[src/rtl/brush_controller.sv]
// Brush state generator for the paint frame buffer: synchronises and debounces
// the raw buttons/switch, steps the brush box once per frame with hold-to-repeat,
// clamps it to the visible screen and cycles an 8-entry paint palette.
//
// state      | meaning
// ST_IDLE    | no direction held; first tick with a direction moves at once
// ST_FIRST   | first move done, waiting REPEAT_FRAMES frames for the first repeat
// ST_REPEAT  | repeating a move every REPEAT_FRAMES frames while held
module brush_controller #(
   parameter int H_RES           = 640,
   parameter int V_RES           = 480,
   parameter int BOX_WIDTH       = 10,
   parameter int BOX_HEIGHT      = 10,
   parameter int STEP            = 2,
   parameter int DEBOUNCE_CYCLES = 250000,
   parameter int REPEAT_FRAMES   = 8
) (
   input  logic       clk,
   input  logic       rst_n,
   input  logic       frame_tick,
   input  logic       btn_up,
   input  logic       btn_down,
   input  logic       btn_left,
   input  logic       btn_right,
   input  logic       btn_color,
   input  logic       sw_paint,
   output logic [9:0] box_x,
   output logic [9:0] box_y,
   output logic       paint_enable,
   output logic [3:0] red_out,
   output logic [3:0] green_out,
   output logic [3:0] blue_out
);

   localparam int NIN = 6;
   localparam int CW  = (DEBOUNCE_CYCLES > 1) ? $clog2(DEBOUNCE_CYCLES) : 1;
   localparam int FW  = (REPEAT_FRAMES > 1) ? $clog2(REPEAT_FRAMES) : 1;
   localparam logic [CW-1:0] DB_LAST = CW'(DEBOUNCE_CYCLES - 1);
   localparam logic [FW-1:0] RF_LAST = FW'(REPEAT_FRAMES - 1);
   localparam logic [10:0] STEP_W = 11'(STEP);
   localparam logic [10:0] X_MAX  = 11'(H_RES - BOX_WIDTH);
   localparam logic [10:0] Y_MAX  = 11'(V_RES - BOX_HEIGHT);
   localparam logic [9:0]  X_RST  = 10'((H_RES - BOX_WIDTH) / 2);
   localparam logic [9:0]  Y_RST  = 10'((V_RES - BOX_HEIGHT) / 2);

   localparam logic [1:0] ST_IDLE   = 2'd0;
   localparam logic [1:0] ST_FIRST  = 2'd1;
   localparam logic [1:0] ST_REPEAT = 2'd2;

   // bit order: 0 up, 1 down, 2 left, 3 right, 4 color, 5 paint
   logic [NIN-1:0] raw_in, sync_a, sync_b, deb;
   logic [CW-1:0]  db_cnt [NIN];
   logic           deb_color_d;
   logic [2:0]     pal_idx;
   logic [1:0]     state;
   logic [FW-1:0]  frame_cnt;
   logic           go_up, go_down, go_left, go_right, held, do_move;
   logic [9:0]     x_next, y_next;

   assign raw_in = {sw_paint, btn_color, btn_right, btn_left, btn_down, btn_up};

   // Pull down by STEP, clamping at zero; 11-bit math so nothing wraps.
   function automatic logic [9:0] step_minus(input logic [9:0] p);
      logic [10:0] e;
      e = {1'b0, p};
      return (e < STEP_W) ? 10'd0 : 10'(e - STEP_W);
   endfunction

   // Push up by STEP, clamping so the box's far edge stays on screen.
   function automatic logic [9:0] step_plus(input logic [9:0] p, input logic [10:0] lim);
      logic [10:0] s;
      s = {1'b0, p} + STEP_W;
      return (s > lim) ? 10'(lim) : 10'(s);
   endfunction

   // Two-flop synchroniser for every raw input.
   always_ff @(posedge clk or negedge rst_n) begin
      if (!rst_n) begin
         sync_a <= '0;
         sync_b <= '0;
      end else begin
         sync_a <= raw_in;
         sync_b <= sync_a;
      end
   end

   // Accept a new level only after DEBOUNCE_CYCLES consecutive differing cycles.
   always_ff @(posedge clk or negedge rst_n) begin
      if (!rst_n) begin
         deb <= '0;
         for (int i = 0; i < NIN; i++) db_cnt[i] <= '0;
      end else begin
         for (int i = 0; i < NIN; i++) begin
            if (sync_b[i] == deb[i]) begin
               db_cnt[i] <= '0;
            end else if (db_cnt[i] == DB_LAST) begin
               deb[i]    <= sync_b[i];
               db_cnt[i] <= '0;
            end else begin
               db_cnt[i] <= db_cnt[i] + 1'b1;
            end
         end
      end
   end

   // Paint enable and palette index advance on the debounced colour press edge.
   always_ff @(posedge clk or negedge rst_n) begin
      if (!rst_n) begin
         paint_enable <= 1'b0;
         deb_color_d  <= 1'b0;
         pal_idx      <= 3'd0;
      end else begin
         paint_enable <= deb[5];
         deb_color_d  <= deb[4];
         if (deb[4] && !deb_color_d) pal_idx <= pal_idx + 3'd1;
      end
   end

   // Registered palette lookup.
   always_ff @(posedge clk or negedge rst_n) begin
      if (!rst_n) begin
         {red_out, green_out, blue_out} <= 12'hFFF;
      end else begin
         case (pal_idx)
            3'd0:    {red_out, green_out, blue_out} <= 12'hFFF;
            3'd1:    {red_out, green_out, blue_out} <= 12'hF00;
            3'd2:    {red_out, green_out, blue_out} <= 12'h0F0;
            3'd3:    {red_out, green_out, blue_out} <= 12'h00F;
            3'd4:    {red_out, green_out, blue_out} <= 12'hFF0;
            3'd5:    {red_out, green_out, blue_out} <= 12'h0FF;
            3'd6:    {red_out, green_out, blue_out} <= 12'hF0F;
            default: {red_out, green_out, blue_out} <= 12'h000;
         endcase
      end
   end

   // Direction vector, move strobe and clamped next position.
   always_comb begin
      go_up    = deb[0] & ~deb[1];
      go_down  = deb[1] & ~deb[0];
      go_left  = deb[2] & ~deb[3];
      go_right = deb[3] & ~deb[2];
      held     = go_up | go_down | go_left | go_right;
      do_move  = 1'b0;
      if (held && frame_tick) begin
         if (state == ST_IDLE) do_move = 1'b1;
         else if (frame_cnt == RF_LAST) do_move = 1'b1;
      end
      x_next = box_x;
      if (go_left)       x_next = step_minus(box_x);
      else if (go_right) x_next = step_plus(box_x, X_MAX);
      y_next = box_y;
      if (go_up)         y_next = step_minus(box_y);
      else if (go_down)  y_next = step_plus(box_y, Y_MAX);
   end

   // Movement FSM with frame-based repeat timer and box position registers.
   always_ff @(posedge clk or negedge rst_n) begin
      if (!rst_n) begin
         state     <= ST_IDLE;
         frame_cnt <= '0;
         box_x     <= X_RST;
         box_y     <= Y_RST;
      end else begin
         if (do_move) begin
            box_x <= x_next;
            box_y <= y_next;
         end
         case (state)
            ST_IDLE: begin
               if (held && frame_tick) begin
                  state     <= ST_FIRST;
                  frame_cnt <= '0;
               end
            end
            default: begin
               if (!held) begin
                  state     <= ST_IDLE;
                  frame_cnt <= '0;
               end else if (frame_tick) begin
                  if (frame_cnt == RF_LAST) begin
                     frame_cnt <= '0;
                     state     <= ST_REPEAT;
                  end else begin
                     frame_cnt <= frame_cnt + 1'b1;
                  end
               end
            end
         endcase
      end
   end

endmodule
[config.mk]
export PLATFORM = sky130hd
export DESIGN_NAME = brush_controller
export DESIGN_NICKNAME = d
export VERILOG_FILES = /design/src/rtl/brush_controller.sv
export SDC_FILE = /design/constraint.sdc
export NUM_CORES = 1
export LEC_CHECK = 0
export CELL_PAD_IN_SITES_DETAIL_PLACEMENT = 1
export CELL_PAD_IN_SITES_GLOBAL_PLACEMENT = 1
export CORE_MARGIN = 2
export CORE_UTILIZATION = 30
export DETAILED_ROUTE_END_ITERATION = 8
export GPL_TIMING_DRIVEN = 0
export MAX_ROUTING_LAYER = met4
export PLACE_DENSITY = 0.62
export REMOVE_ABC_BUFFERS = 1
export SYNTH_ARGS = -nofsm -noshare
export SYNTH_HDL_FRONTEND = slang
export SYNTH_SLANG_ARGS = --single-unit
[constraint.sdc]
create_clock -name clk -period 5.3 [get_ports clk]
set_input_delay 0.53 -clock clk [delete_from_list [all_inputs] [get_ports clk]]
set_output_delay 0.53 -clock clk [all_outputs]
set_load 0.03 [all_outputs]
==> impl_metrics.toml, run 1 <==
[die]
rows = 60
io_pins = 42
core_um2 = 27000
fp.dieH_um = 170
die_w_um = 170
initial_core_util = 0.306
fp.dieArea_um2 = 28800

[grt]
grt_max_degree = 106
grt_overflow_total = 0
grt.total_usage = 0.137
grt_pass1_wl_mm = 31.6
antenna_found_initial = 0
grt_pass1_vias = 6516

[drt]
drt_iter0_markers = 256
dr.pass1.iters = 4
routedWlPerCell_um = 14.1
route.vias.total = 6121
route.met2.wl_mm = 8.08
drcViolationCount = 0
wl_met3_um = 394
wl_mm = 17.5
top_layer = "met4"
via_per_inst = 4.95
final_antenna_net_count = 0
met1_length_mm = 8.76

[yosys]
yosys_warnings = 0
yosys.area.top_type_share = 0.437
ys_ff_latch = 159
synthFlopType = "dfrtp_1"
synth_top_area_cell = "dfrtp_1"
synth_cells = 860
ys_types = 64
yosys-top-cells-area = "dfrtp_1 44%, nor2_1 7.0%, xor2_1 6.2%, xnor2_1 5.4%, dfstp_2 4.8%"
syn_area_um2 = 8240
syn_area_per_cell_um2 = 9.58
synth-seq-area-share = 0.485
synth_enable_flop_cells = 0
async_flop_share = 1.00

[layout]
final_common_cell = "nor2_1"
nets = 914
final_cell_mix = "154 x nor2_1, 144 x dfrtp_1, 58 x xor2_1"
synthToLayoutAreaGrowth_pct = 14.7
finish.utilization = 0.351
drive_gt1_frac = 0.0815
antenna_cells_inserted = 0
fin_cells = 1237
stdcell_area_um2 = 9450

[setup_path]
cp_max_fo = 16
worst-setup-path-type = "flop to flop"
end_kind = "flop"
required_ns = 5.61
rrSetupSlack_ns = 2.33
arrival_ns = 3.28
critPathLaunchType = "flop"

[timing]
period_share = 0.561
hold_violations = 0
max_slew_margin = 0.184
tightest_slew_ns = 1.21
final-max-slew-violation-count = 0
grt_setup_unrepaired = "false"
fmax_mhz = 336
finalSetupViolations = 0
setup_ws_ns = 2.33
holdWs_ns = 0.00427
layout_min_cycle_time_ns = 2.97
setup_tns_ns = 0
fin_skew_ns = 0.0109

[worst_hold_path]
hp-class = "primary input to asynchronous set/reset pin"

[placement]
hpwl_mm = 11.8
place_congestion = 0.760
placed_area_um2 = 8900
place_ws_ns = 2.34
dp_cells = 1205
io_buffers = 41

[cts]
path_clk_slew_ns = 0.07
cts-buffers-inserted = 17
cts_root_buf = "clkbuf_16"
cts_sinks = 159
cts.repair.resized = 0
cts_tree = "done"
clockBufferDepth = 2
h-tree-depth = 4
cts_setup_buffers = 0
clock_latency_ns = 0.43
holdBufCountCts = 0

[power_and_ir_drop]
power.density_nw_per_um2 = 270
finalPower_mw = 2.55
peakVddDrop_uv = 171
p_comb_frac = 0.050
p_clk_frac = 0.455
p_leak_nw = 3.83
p_int_mw = 1.89
seqPwrFrac = 0.495
switching_power_mw = 0.658
switching_share = 0.258

[job]
cap_violations = 0

[run_status]
status = "finished, final reports clean"
## layer usage
layer  GRT usage  up-vias
li1            -     2987
met1       0.176     3058
met2       0.221       58
met3      0.0259       18
met4      0.0401        0
met5           -        -
## final timing paths
kind | from | to | cells past startpoint
min in group clk | sync_a[2] | sync_b[2] | 0
worst max-delay path | deb[3] | box_x[6] | 7
worst min-delay path | rst_n | box_y[9] | 1
max in group asynchronous | rst_n | green_out[2] | 2
worst max register to register | deb[3] | box_x[6] | 7
worst min register to register | sync_a[2] | sync_b[2] | 0
## synth_stat cells, drive strengths merged (2+ instances only)
master,n
nor3,23
a41o,2
nor4bb,2
nand2,56
mux2,7
and2,4
a21o,4
a31oi,13
o21a,2
nor4,19
dfstp,15
a211oi,5
nand4,21
nand3,52
xnor2,51
dfrtp,144
a22o,3
nand3b,4
xor2,58
nor4b,6
nor2,155
mux2i,5
or3,11
inv,34
a21oi,20
ha,22
nor2b,3
a22oi,2
and3,7
o21ai,24
o22ai,10
and4,10
nor3b,4
or2,3
buf,28
nand2b,8
clkbuf,10
## critical path: stages (launching register included)
cell	delay (ns)
dfrtp_1	0.43
inv_1	0.14
ha_1	0.58
nor3b_1	0.25
nor3_1	0.98
a21oi_1	0.17
a211oi_1	0.25
a21oi_1	0.06
## registers in the layout, summed over array words and instances (netlist names), 2 cells and up
register,count
box_x,10
box_y,10
db_cnt,108
deb,6
frame_cnt,3
pal_idx,3
state,2
sync_a,6
sync_b,6
## power by group through the flow
stage	clock (mW)	sequential (mW)	combinational [mW]
global placement	0	1.29	0.127
floorplan	0	1.29	0.0606
detailed placement	0	1.29	0.132
CTS	1.21	1.26	0.133
finish	1.16	1.26	0.128
global route	1.26	1.27	0.148
## cell families after synthesis
kind of cell | count (synthesis) | synth area share
mux | 12 | 0.0156
compound gates | 96 | 0.0771
fa+ha+maj | 22 | 0.0334
buf+inv | 72 | 0.0411
flops | 159 | 0.485
xor+xnor | 109 | 0.116
simple gates | 390 | 0.232
## area by class of cell
| type | count | area, um2 |
|---|---|---|
| sequential | 159 | 4000 |
| clock buffer | 17 | 425 |
| inverter | 34 | 128 |
| multi-input combinational | 629 | 3900 |
| timing repair buffer | 42 | 443 |
| clock inverter | 15 | 124 |
| fill | 3072 | 17500 |
| tap | 341 | 427 |
No activity file was read; power rests on OpenSTA's default activity.
==> inputs of run 2 (changes only) <==
- PLACE_DENSITY: 0.62 -> 0.64
- clock period: 5.3 -> 2.5 ns (I/O delays scaled with it)
==> run 2 against run 1 <==
Compared with the run above:
- non-clock buffer count is 6 higher
- via count is 0.34% lower
- global-route usage is 0.50 points lower
- largest power group unchanged
==> impl_metrics.toml, run 2 (synthesis gave the netlist of run 1 again) <==
[timing]
max_slew_margin = 0.509
fin_skew_ns = 0.00981
fmax_mhz = 423
finalSetupViolations = 0
final-max-slew-violation-count = 0
grt_setup_unrepaired = "false"
layout_min_cycle_time_ns = 2.37
period_share = 0.946
tightest_slew_ns = 0.736
setup_ws_ns = 0.135
holdWs_ns = 0.260
hold_violations = 0

[setup_path]
critPathLaunchType = "flop"
end_kind = "flop"
cp_max_fo = 5
required_ns = 2.81
worst-setup-path-type = "flop to flop"
arrival_ns = 2.68

[die]
core_um2 = 27000
die_w_um = 170
rows = 60
fp.dieArea_um2 = 28800
fp.dieH_um = 170
io_pins = 42
initial_core_util = 0.306

[job]
cap_violations = 0

[layout]
final_common_cell = "nor2_1"
antenna_cells_inserted = 0
drive_gt1_frac = 0.0953
fill_cells = 3052
largest_reg_flops = 108
final_cell_mix = "154 x nor2_1, 143 x dfrtp_1, 58 x xor2_1"
fin_cells = 1243
top_register = "db_cnt"
stdcell_area_um2 = 9590
nets = 921
largestRegisters = "db_cnt (108), box_x (10), box_y (10)"
synthToLayoutAreaGrowth_pct = 16.4

[placement]
place_congestion = 0.768
io_buffers = 41
dp_cells = 1205
placed_area_um2 = 8900
place_ws_ns = -0.341
hpwl_mm = 11.6

[grt]
grt.total_usage = 0.132
grt_max_degree = 108
grt_pass1_vias = 6293
antenna_found_initial = 0
grt_overflow_total = 0
grt_pass1_wl_mm = 30.4

[drt]
wl_mm = 17.5
route.vias.total = 6100
routedWlPerCell_um = 14.1
drt_iter0_markers = 239
drcViolationCount = 0
via_per_inst = 4.91
dr.pass1.iters = 4
final_antenna_net_count = 0

[power_and_ir_drop]
p_leak_nw = 3.87
power.density_nw_per_um2 = 581
peakVddDrop_uv = 328

[run_status]
status = "finished, final reports clean"

[cts]
cts_root_buf = "clkbuf_16"
clockBufferDepth = 2
path_clk_slew_ns = 0.07
h-tree-depth = 4
cts_sinks = 159
cts-buffers-inserted = 17
clock_latency_ns = 0.42
cts_tree = "done"

[worst_hold_path]
hp-class = "primary input to flop"
run 2: timing repair:
item,4_1_cts,5_1_grt
cloned,1,0
endpoints found under the setup margin,13,16
buffers inserted,2,3
hold endpoints to repair,41,0
gates resized for setup,3,8
hold buffers,1,0
pin swaps,1,4
run 2: power breakdown:
group	total, mW	switching, mW	internal, mW	leakage, nW
combinational	0.289	0.182	0.106	1.49
clock	2.61	1.08	1.53	0.280
sequential	2.68	0.0565	2.62	2.10
run 2: worst paths after layout:
check	start	to	slack, ns	depth (start not counted)
min in group asynchronous	rst_n	box_y[9]	0.34	2
max	box_y[1]	box_y[2]	0.13	8
min reg2reg	sync_a[0]	sync_b[0]	0.35	0
min	btn_color	sync_a[4]	0.26	1
max reg2reg	box_y[1]	box_y[2]	0.13	8
max in group asynchronous	rst_n	sync_b[3]	1.29	3
run 2: metal layers:
| metal | part of all wire | global-route usage | wire length, um | vias to the layer above |
|---|---|---|---|---|
| li1 | - | - | - | 2999 |
| met1 | 0.49 | 0.168 | 8520 | 3029 |
| met2 | 0.48 | 0.215 | 8360 | 60 |
| met3 | 0.023 | 0.0250 | 399 | 12 |
| met4 | 0.011 | 0.0412 | 187 | 0 |
| met5 | 0 | - | 0 | - |
run 2: per-stage QoR:
step	setup TNS (ns)	util	power, mW
6_report	0	0.356	5.58
4_1_cts	0	0.354	5.67
5_1_grt	0	0.356	5.82
3_3_place_gp	-882.64	0.329	3.00
2_1_floorplan	0	-	2.86
3_5_place_dp	-1.24	0.330	3.01
run 2: critical path, stage by stage (launching register included):
cell      delay, ns
dfstp_2        0.57
inv_1          0.07
ha_1           0.32
or3b_2         0.46
a21oi_2        0.17
o21ai_2        0.11
a31oi_4        0.26
nand3b_2       0.10
a31o_1         0.20
run 2: final cells by class:
| cell class | instances | area (um2) | share of cell area |
|---|---|---|---|
| timing repair buffer | 48 | 490 | 0.0511 |
| multi-input combinational | 630 | 3960 | 0.413 |
| clock buffer | 20 | 457 | 0.0476 |
| tap | 341 | 427 | 0.0445 |
| sequential | 159 | 4000 | 0.417 |
| clock inverter | 11 | 131 | 0.0137 |
| inverter | 34 | 128 | 0.0133 |
